--- config.mk ---
export PLATFORM = sky130hd
export DESIGN_NAME = down_counter_enable_gen
export DESIGN_NICKNAME = d
export VERILOG_FILES = /design/src/rtl/down_counter_enable_gen.sv
export SDC_FILE = /design/constraint.sdc
export NUM_CORES = 1
export LEC_CHECK = 0
export CAP_MARGIN = 40
export CELL_PAD_IN_SITES_DETAIL_PLACEMENT = 1
export CELL_PAD_IN_SITES_GLOBAL_PLACEMENT = 2
export CORE_MARGIN = 5
export CORE_UTILIZATION = 36
export CTS_CLUSTER_DIAMETER = 50
export CTS_CLUSTER_SIZE = 12
export DETAILED_ROUTE_END_ITERATION = 6
export GPL_ROUTABILITY_DRIVEN = 0
export PLACE_DENSITY = 0.92
export REMOVE_ABC_BUFFERS = 1
export SLEW_MARGIN = 20
export SYNTH_ARGS = -nofsm -noshare
export SYNTH_HDL_FRONTEND = slang
export SYNTH_SLANG_ARGS = --single-unit
--- constraint.sdc ---
create_clock -name clk -period 3.14 [get_ports clk]
set_input_delay 0.785 -clock clk [delete_from_list [all_inputs] [get_ports clk]]
set_output_delay 0.785 -clock clk [all_outputs]
set_load 0.05 [all_outputs]
--- src/rtl/down_counter_enable_gen.sv ---
// -----------------------------------------------------------------------------
// down_counter_enable_gen
//
// Produces the 'enable' input of down_counter. A programmable prescaler emits
// one enable pulse every div+1 clocks. In burst mode (burst != 0) it stops
// after 'burst' pulses and emits a one-cycle done pulse. In continuous mode
// (burst == 0) it runs until stopped. Operation is started and aborted by
// single-cycle start/stop strobes.
//
// Ports
//   clk          in   1      system clock, rising edge
//   reset        in   1      asynchronous, active-high reset
//   start        in   1      strobe: begin operation (honoured only in IDLE)
//   stop         in   1      strobe: abort operation, return to IDLE
//   div          in   DIV_W  enable period minus 1, captured at accepted start
//   burst        in   CNT_W  pulse count (0 = continuous), captured at start
//   enable       out  1      registered enable pulse
//   busy         out  1      high while in RUN
//   done         out  1      registered one-cycle pulse after the final burst pulse
//   pulses_left  out  CNT_W  remaining burst pulses; 0 in continuous mode / IDLE
// -----------------------------------------------------------------------------
module down_counter_enable_gen #(
  parameter int DIV_W = 8,
  parameter int CNT_W = 4
) (
  input  logic             clk,
  input  logic             reset,
  input  logic             start,
  input  logic             stop,
  input  logic [DIV_W-1:0] div,
  input  logic [CNT_W-1:0] burst,
  output logic             enable,
  output logic             busy,
  output logic             done,
  output logic [CNT_W-1:0] pulses_left
);

  typedef enum logic [1:0] {
    ST_IDLE = 2'd0,
    ST_RUN  = 2'd1,
    ST_DONE = 2'd2
  } state_e;

  state_e             state_q,       state_d;
  logic [DIV_W-1:0]   div_q,         div_d;
  logic [DIV_W-1:0]   presc_q,       presc_d;
  logic [CNT_W-1:0]   pulses_left_q, pulses_left_d;
  logic               burst_mode_q,  burst_mode_d;
  logic               enable_q,      enable_d;
  logic               busy_q,        busy_d;
  logic               done_q,        done_d;

  // Next-state and next-output computation for the IDLE/RUN/DONE sequencer.
  always_comb begin
    state_d       = state_q;
    div_d         = div_q;
    presc_d       = presc_q;
    pulses_left_d = pulses_left_q;
    burst_mode_d  = burst_mode_q;
    enable_d      = 1'b0;
    busy_d        = busy_q;
    done_d        = 1'b0;

    case (state_q)
      ST_IDLE: begin
        // stop wins over a simultaneous start
        if (start && !stop) begin
          div_d         = div;
          presc_d       = div;
          pulses_left_d = burst;
          burst_mode_d  = (burst != {CNT_W{1'b0}});
          busy_d        = 1'b1;
          state_d       = ST_RUN;
        end else begin
          busy_d        = 1'b0;
        end
      end

      ST_RUN: begin
        if (stop) begin
          // abort: no done pulse
          state_d       = ST_IDLE;
          busy_d        = 1'b0;
          pulses_left_d = {CNT_W{1'b0}};
        end else if (presc_q == {DIV_W{1'b0}}) begin
          enable_d = 1'b1;
          presc_d  = div_q;
          if (burst_mode_q) begin
            // guard keeps the count from wrapping even if state were corrupted
            if (pulses_left_q != {CNT_W{1'b0}}) begin
              pulses_left_d = pulses_left_q - CNT_W'(1);
            end else begin
              pulses_left_d = {CNT_W{1'b0}};
            end
            if (pulses_left_q == CNT_W'(1)) begin
              state_d = ST_DONE;
            end else begin
              state_d = ST_RUN;
            end
          end else begin
            pulses_left_d = {CNT_W{1'b0}};
          end
        end else begin
          presc_d = presc_q - DIV_W'(1);
        end
      end

      ST_DONE: begin
        busy_d        = 1'b0;
        done_d        = 1'b1;
        pulses_left_d = {CNT_W{1'b0}};
        state_d       = ST_IDLE;
      end

      default: begin
        // recover from an illegal encoding into a clean IDLE
        state_d       = ST_IDLE;
        busy_d        = 1'b0;
        pulses_left_d = {CNT_W{1'b0}};
        presc_d       = {DIV_W{1'b0}};
      end
    endcase
  end

  // State and registered-output flops with asynchronous reset.
  always_ff @(posedge clk or posedge reset) begin
    if (reset) begin
      state_q       <= ST_IDLE;
      div_q         <= {DIV_W{1'b0}};
      presc_q       <= {DIV_W{1'b0}};
      pulses_left_q <= {CNT_W{1'b0}};
      burst_mode_q  <= 1'b0;
      enable_q      <= 1'b0;
      busy_q        <= 1'b0;
      done_q        <= 1'b0;
    end else begin
      state_q       <= state_d;
      div_q         <= div_d;
      presc_q       <= presc_d;
      pulses_left_q <= pulses_left_d;
      burst_mode_q  <= burst_mode_d;
      enable_q      <= enable_d;
      busy_q        <= busy_d;
      done_q        <= done_d;
    end
  end

  assign enable      = enable_q;
  assign busy        = busy_q;
  assign done        = done_q;
  assign pulses_left = pulses_left_q;

endmodule
Word-level counts from Yosys, hierarchy flattened
Cells that the tools add are included.

$add $sub $neg: 2. Reduce and logical (&&, ||, !) cells: 10. Muxes and demuxes: 23. Bitwise logic cells: 1. Equal/unequal tests: 8.

Operators with widths (number): $mux W8 (3); $pmux W8 S3 (1); $mux W4 (5); $mux W2 (5); $logic_not A8 Y1 (1); $pmux W4 S2 (1); $reduce_bool A4 Y1 (2); $sub A8 B1 Y8 const B (1); $mux W1 (6); $ne A2 B2 Y1 const B (3); $ne A3 B3 Y1 const B (2); $reduce_and A3 Y1 (2); $eq A4 B1 Y1 const B (1); $pmux W2 S2 (1); $reduce_and A2 Y1 (2); $sub A4 B1 Y4 const B (1); $eq A2 B1 Y1 const B (1); $eq A2 B2 Y1 const B (1); $logic_not A2 Y1 (1); $pmux W1 S2 (1); $logic_and A1 B1 Y1 (1); $logic_not A1 Y1 (1); $not A1 Y1 (1).

Input bits: 16. Logic and storage cells: 52. Output and inout port bits: 7. Bits in registers: 26.

Longest topological paths before layout
Depth after elaboration: 6. Gate-level depth with buffers: 7. Depth with buffers taken out: 6.

Worst setup path after synthesis
OpenSTA, ideal clock, no wires.

Kind: register to register. From: reg presc_q[0]. To: reg pulses_left_q[1], in the netlist pulses_left[1]. Setup time: 0.125 ns. Period minus slack after synthesis: 2.036 ns. Data required time: 3.015 ns. Stages on the path, launching flop included: 8. Data arrival time: 1.911 ns. Path buffers: 1. Setup slack: 1.104 ns. Cell sequence: dfrtp_1 > inv_1 > ha_1 > or3b_1 > clkbuf_1 > o211a_1 > o21ai_2 > mux2_2.

Cells in the longest elaborated chain, start to end: 3.

RTL lines: start, declared (line 46) `logic [DIV_W-1:0] presc_q, presc_d;`; start signal, assigned (line 130) `presc_q <= {DIV_W{1'b0}};`; start signal, assigned (line 139) `presc_q <= presc_d;`; $logic_not A8 Y1 (line 85) `end else if (presc_q == {DIV_W{1'b0}}) begin`; $ne A3 B3 Y1 (no line); $reduce_and A2 Y1 (no line); end signal, assigned (line 131) `pulses_left_q <= {CNT_W{1'b0}};`; end signal, assigned (line 140) `pulses_left_q <= pulses_left_d;`; end, declared (line 47) `logic [CNT_W-1:0] pulses_left_q, pulses_left_d;`.

Every way passes these cells. A chain may end at the register's enable or synchronous reset.

Worst setup path after layout
From: reg pulses_left_q[0], in the netlist pulses_left[0]. To: out pulses_left[0].

RTL lines: end, declared (line 35) `output logic [CNT_W-1:0] pulses_left`.

No word-level cell between the ends.

==> run summary <==
* **accumulated negative setup slack** 0 ns
* **H-tree level count** 1
* **global-route wire length before repair** 7590 um
* **final critical path time including I/O delays and setup** 2.44 ns
* **highest clock rate** 0.410 GHz
* **delay of the slowest critical-path stage** 0.86 ns
* **initial core utilization** 37.4%
* **category of cells accounting for the largest share of critical-path delay** buffers and inverters
* **part of the Yosys area used for sequential elements** 43.2%
* **detailed placement HPWL** 3160 um
* **net load switching power** 0.388 mW
* **largest net degree at the start of global routing** 27
* **final slew viol count** 0
* **fraction of final layout cells sized beyond drive strength 1** 11.4%
* **number of enable-type register cells in the synthesized netlist** 0
* **Flop pwr share** 46.0%
* **clock network power share** 21.2%
* **CTS clk-pin slew, worst paths** 0.09 ns
* **final instance area** 1810 sq um
* **synthesized instance count** 157
* **mean cell area of the mapped netlist** 9.60 sq um
* **area growth from synthesis to layout** 20.3%
* **routed via count** 1323
* **total power divided by cell area** 583 nW/um^2
* **tightest hold margin** 0.524 ns
* **combinational group share of total power** 32.8%
* **Final #Nets** 195
* **Worst setup SP type** flop
* **number of I/O port buffers** 22
* **DRC violation count after routing** 0
* **# resized after CTS** 0
* **flops & latches, synth** 26
* **DRT antenna net count** 0
* **final wirelength** 4320 um
* **total setup violations reported at the end of the flow** 0
* **cts hold-fix bufs** 0
* **hold crit path type** flop to flop
* **critical path endpoint category** output pin
* **Avg Vias per Cell** 5.85
* **setup repair after global routing missed its margin** false
* **Num CTS Buffers** 3
* **crit-path max FO** 9
* **x dimension of the die** 74.7 um
* **dominant cell type by area after synthesis** dfrtp_1
* **Synth cell types** 47
* **period utilisation layout** 77.6%
* **crit path buf inv count** 1
* **count of yosys warnings during synthesis** 0
* **worst-margin pin slew** 0.630 ns
* **post-placement cell area** 1760 sq um
* **antenna diode instance count** 0
* **1st-iter DRT viols** 37
* **switching fraction of total power** 36.7%
* **core outline area** 4030 sq um
* **Area contributors post-synth** dfrtp_1, mux2_2, a21oi_1, nor2_1, nand2_1
* **standard cell with the maximum stage delay on the critical path** clkdlybuf4s50_1
* **static leakage** 0.738 nW
* **Total Routing Usage GR** 17.8%
* **cell-internal power** 0.669 mW
* **required time of the worst setup path** 2.35 ns
* **total standard cell area after synthesis** 1510 sq um
* **status** finished, final reports clean
* **clock tree sinks** 26
* **worst setup skew after layout** 0.00255 ns
* **later-pin clock latency in the skew report** 0.28 ns
* **most numerous cell types in the synthesized netlist** dfrtp_1, a21oi_1, nor2_1
* **CP arrival** 1.65 ns
* **count of buffers added by post-CTS timing repair for setup** 0
* **IO Pins** 23
* **Max-Cap Viols** 0
* **die footprint** 5580 sq um
* **share of Yosys cell area claimed by the top area cell type** 43.2%
* **Main synth FF type** dfrtp_1
* **post-detailed-route wirelength per cell** 19.1 um
* **cell row count** 23
* **clock tree from TritonCTS** done
* **via count of the first global-routing pass** 1483
* **share of synthesized flip-flops with an asynchronous set or reset** 100%
* **category of the critical setup timing path** flop to output pin
* **final hold vios** 0
* **most common cell in the netlist** dfrtp_1
* **chip height** 74.7 um
* **maximum root-to-sink buffer count** 2
* **detailed-routing iteration count for the pre-antenna-repair pass** 4
* **overall overflow remaining after global route** 0
* **initial antenna violation count** 0
* **largest voltage drop on the vdd net** 0.213 mV
* **cell-by-cell listing of the critical path** clkdlybuf4s50_1
* **Clock Root Buffer** clkbuf_8
* **Max-slew headroom** 57.9%
* **Layout Utilization** 45.0%
## power by group through the flow
stage / clock [mW] / sequential (mW) / combinational (mW)
floorplan: 0 / 0.498 / 0.206
global placement: 0 / 0.479 / 0.332
detailed placement: 0 / 0.489 / 0.348
CTS: 0.230 / 0.483 / 0.351
global route: 0.246 / 0.498 / 0.384
finish: 0.224 / 0.486 / 0.346
## state kept, by name, summed over array words and instances, names as in the netlist
| name | flops |
|---|---|
| burst_mode_q | 1 |
| busy | 1 |
| div_q | 8 |
| done | 1 |
| enable | 1 |
| presc_q | 8 |
| pulses_left | 4 |
| state_q | 2 |
## cell type report
cell class                      instances  area, sq um
Clock buffer                            4         55.1
Fill cell                             467         2220
Inverter                                7         26.3
Multi-Input combinational cell        116          790
Sequential cell                        26          651
Tap cell                               50         62.6
Timing Repair Buffer                   23          228
## per-layer routing
layer,vias up,part of all wire (%),GRT usage [%]
li1,624,-,-
met1,663,45,21.6
met2,27,50,31.5
met3,9,3.2,3.07
met4,0,2.0,6.32
met5,-,0,0
## cell usage in the layout (no fill, tap or decap), types with 2 or more instances in the layout
master / n
nor2_1: 11
clkdlybuf4s50_1: 22
a22oi_1: 4
o31ai_1: 3
dfrtp_1: 26
ha_1: 2
o211a_1: 2
a2bb2oi_1: 3
nor2b_1: 3
nor3_1: 6
o21a_1: 2
xnor2_1: 2
mux2_2: 10
inv_1: 7
a21oi_1: 14
nand2_1: 10
nand3_1: 3
a221o_1: 2
clkbuf_8: 4
o211ai_1: 2
o21ai_0: 6
nor4_1: 2
and2_1: 2
nor3b_1: 5
## logic make-up (layout without fill, tap and decap cells)
family	after synthesis	in the layout	synth area share, %
AND/OR/NAND/NOR	52	52	18.6
AO/OA/AOI/OAI	48	48	22.1
flip-flops	26	26	43.2
buffers and inverters	15	34	4.40
multiplexers	12	12	8.89
adder cells (fa/ha/maj)	2	2	1.66
XOR/XNOR	2	2	1.16
## through the flow
| step | std cells | setup WS, ns | power, mW |
|---|---|---|---|
| after CTS | 226 | 0.682 | 1.06 |
| after floorplan | 149 | 1.15 | 0.704 |
| after global routing | 226 | 0.612 | 1.13 |
| after detailed placement | 222 | 0.556 | 0.837 |
| final | 226 | 0.704 | 1.06 |
| after global placement | 222 | 0.633 | 0.811 |
## path summary, 6_finish.rpt
kind                                       end  slack [ns]      startpoint  cells after the start
worst min register to register        div_q[2]        0.52        div_q[2]                      1
worst min-delay path                  div_q[2]        0.52        div_q[2]                      1
worst max register to register  pulses_left[1]        0.81      presc_q[0]                      6
min in group asynchronous           presc_q[0]        0.86           reset                      3
max in group asynchronous             div_q[0]        2.01           reset                      3
worst max-delay path            pulses_left[0]        0.70  pulses_left[0]                      1
(Power assumes the default switching activity.)
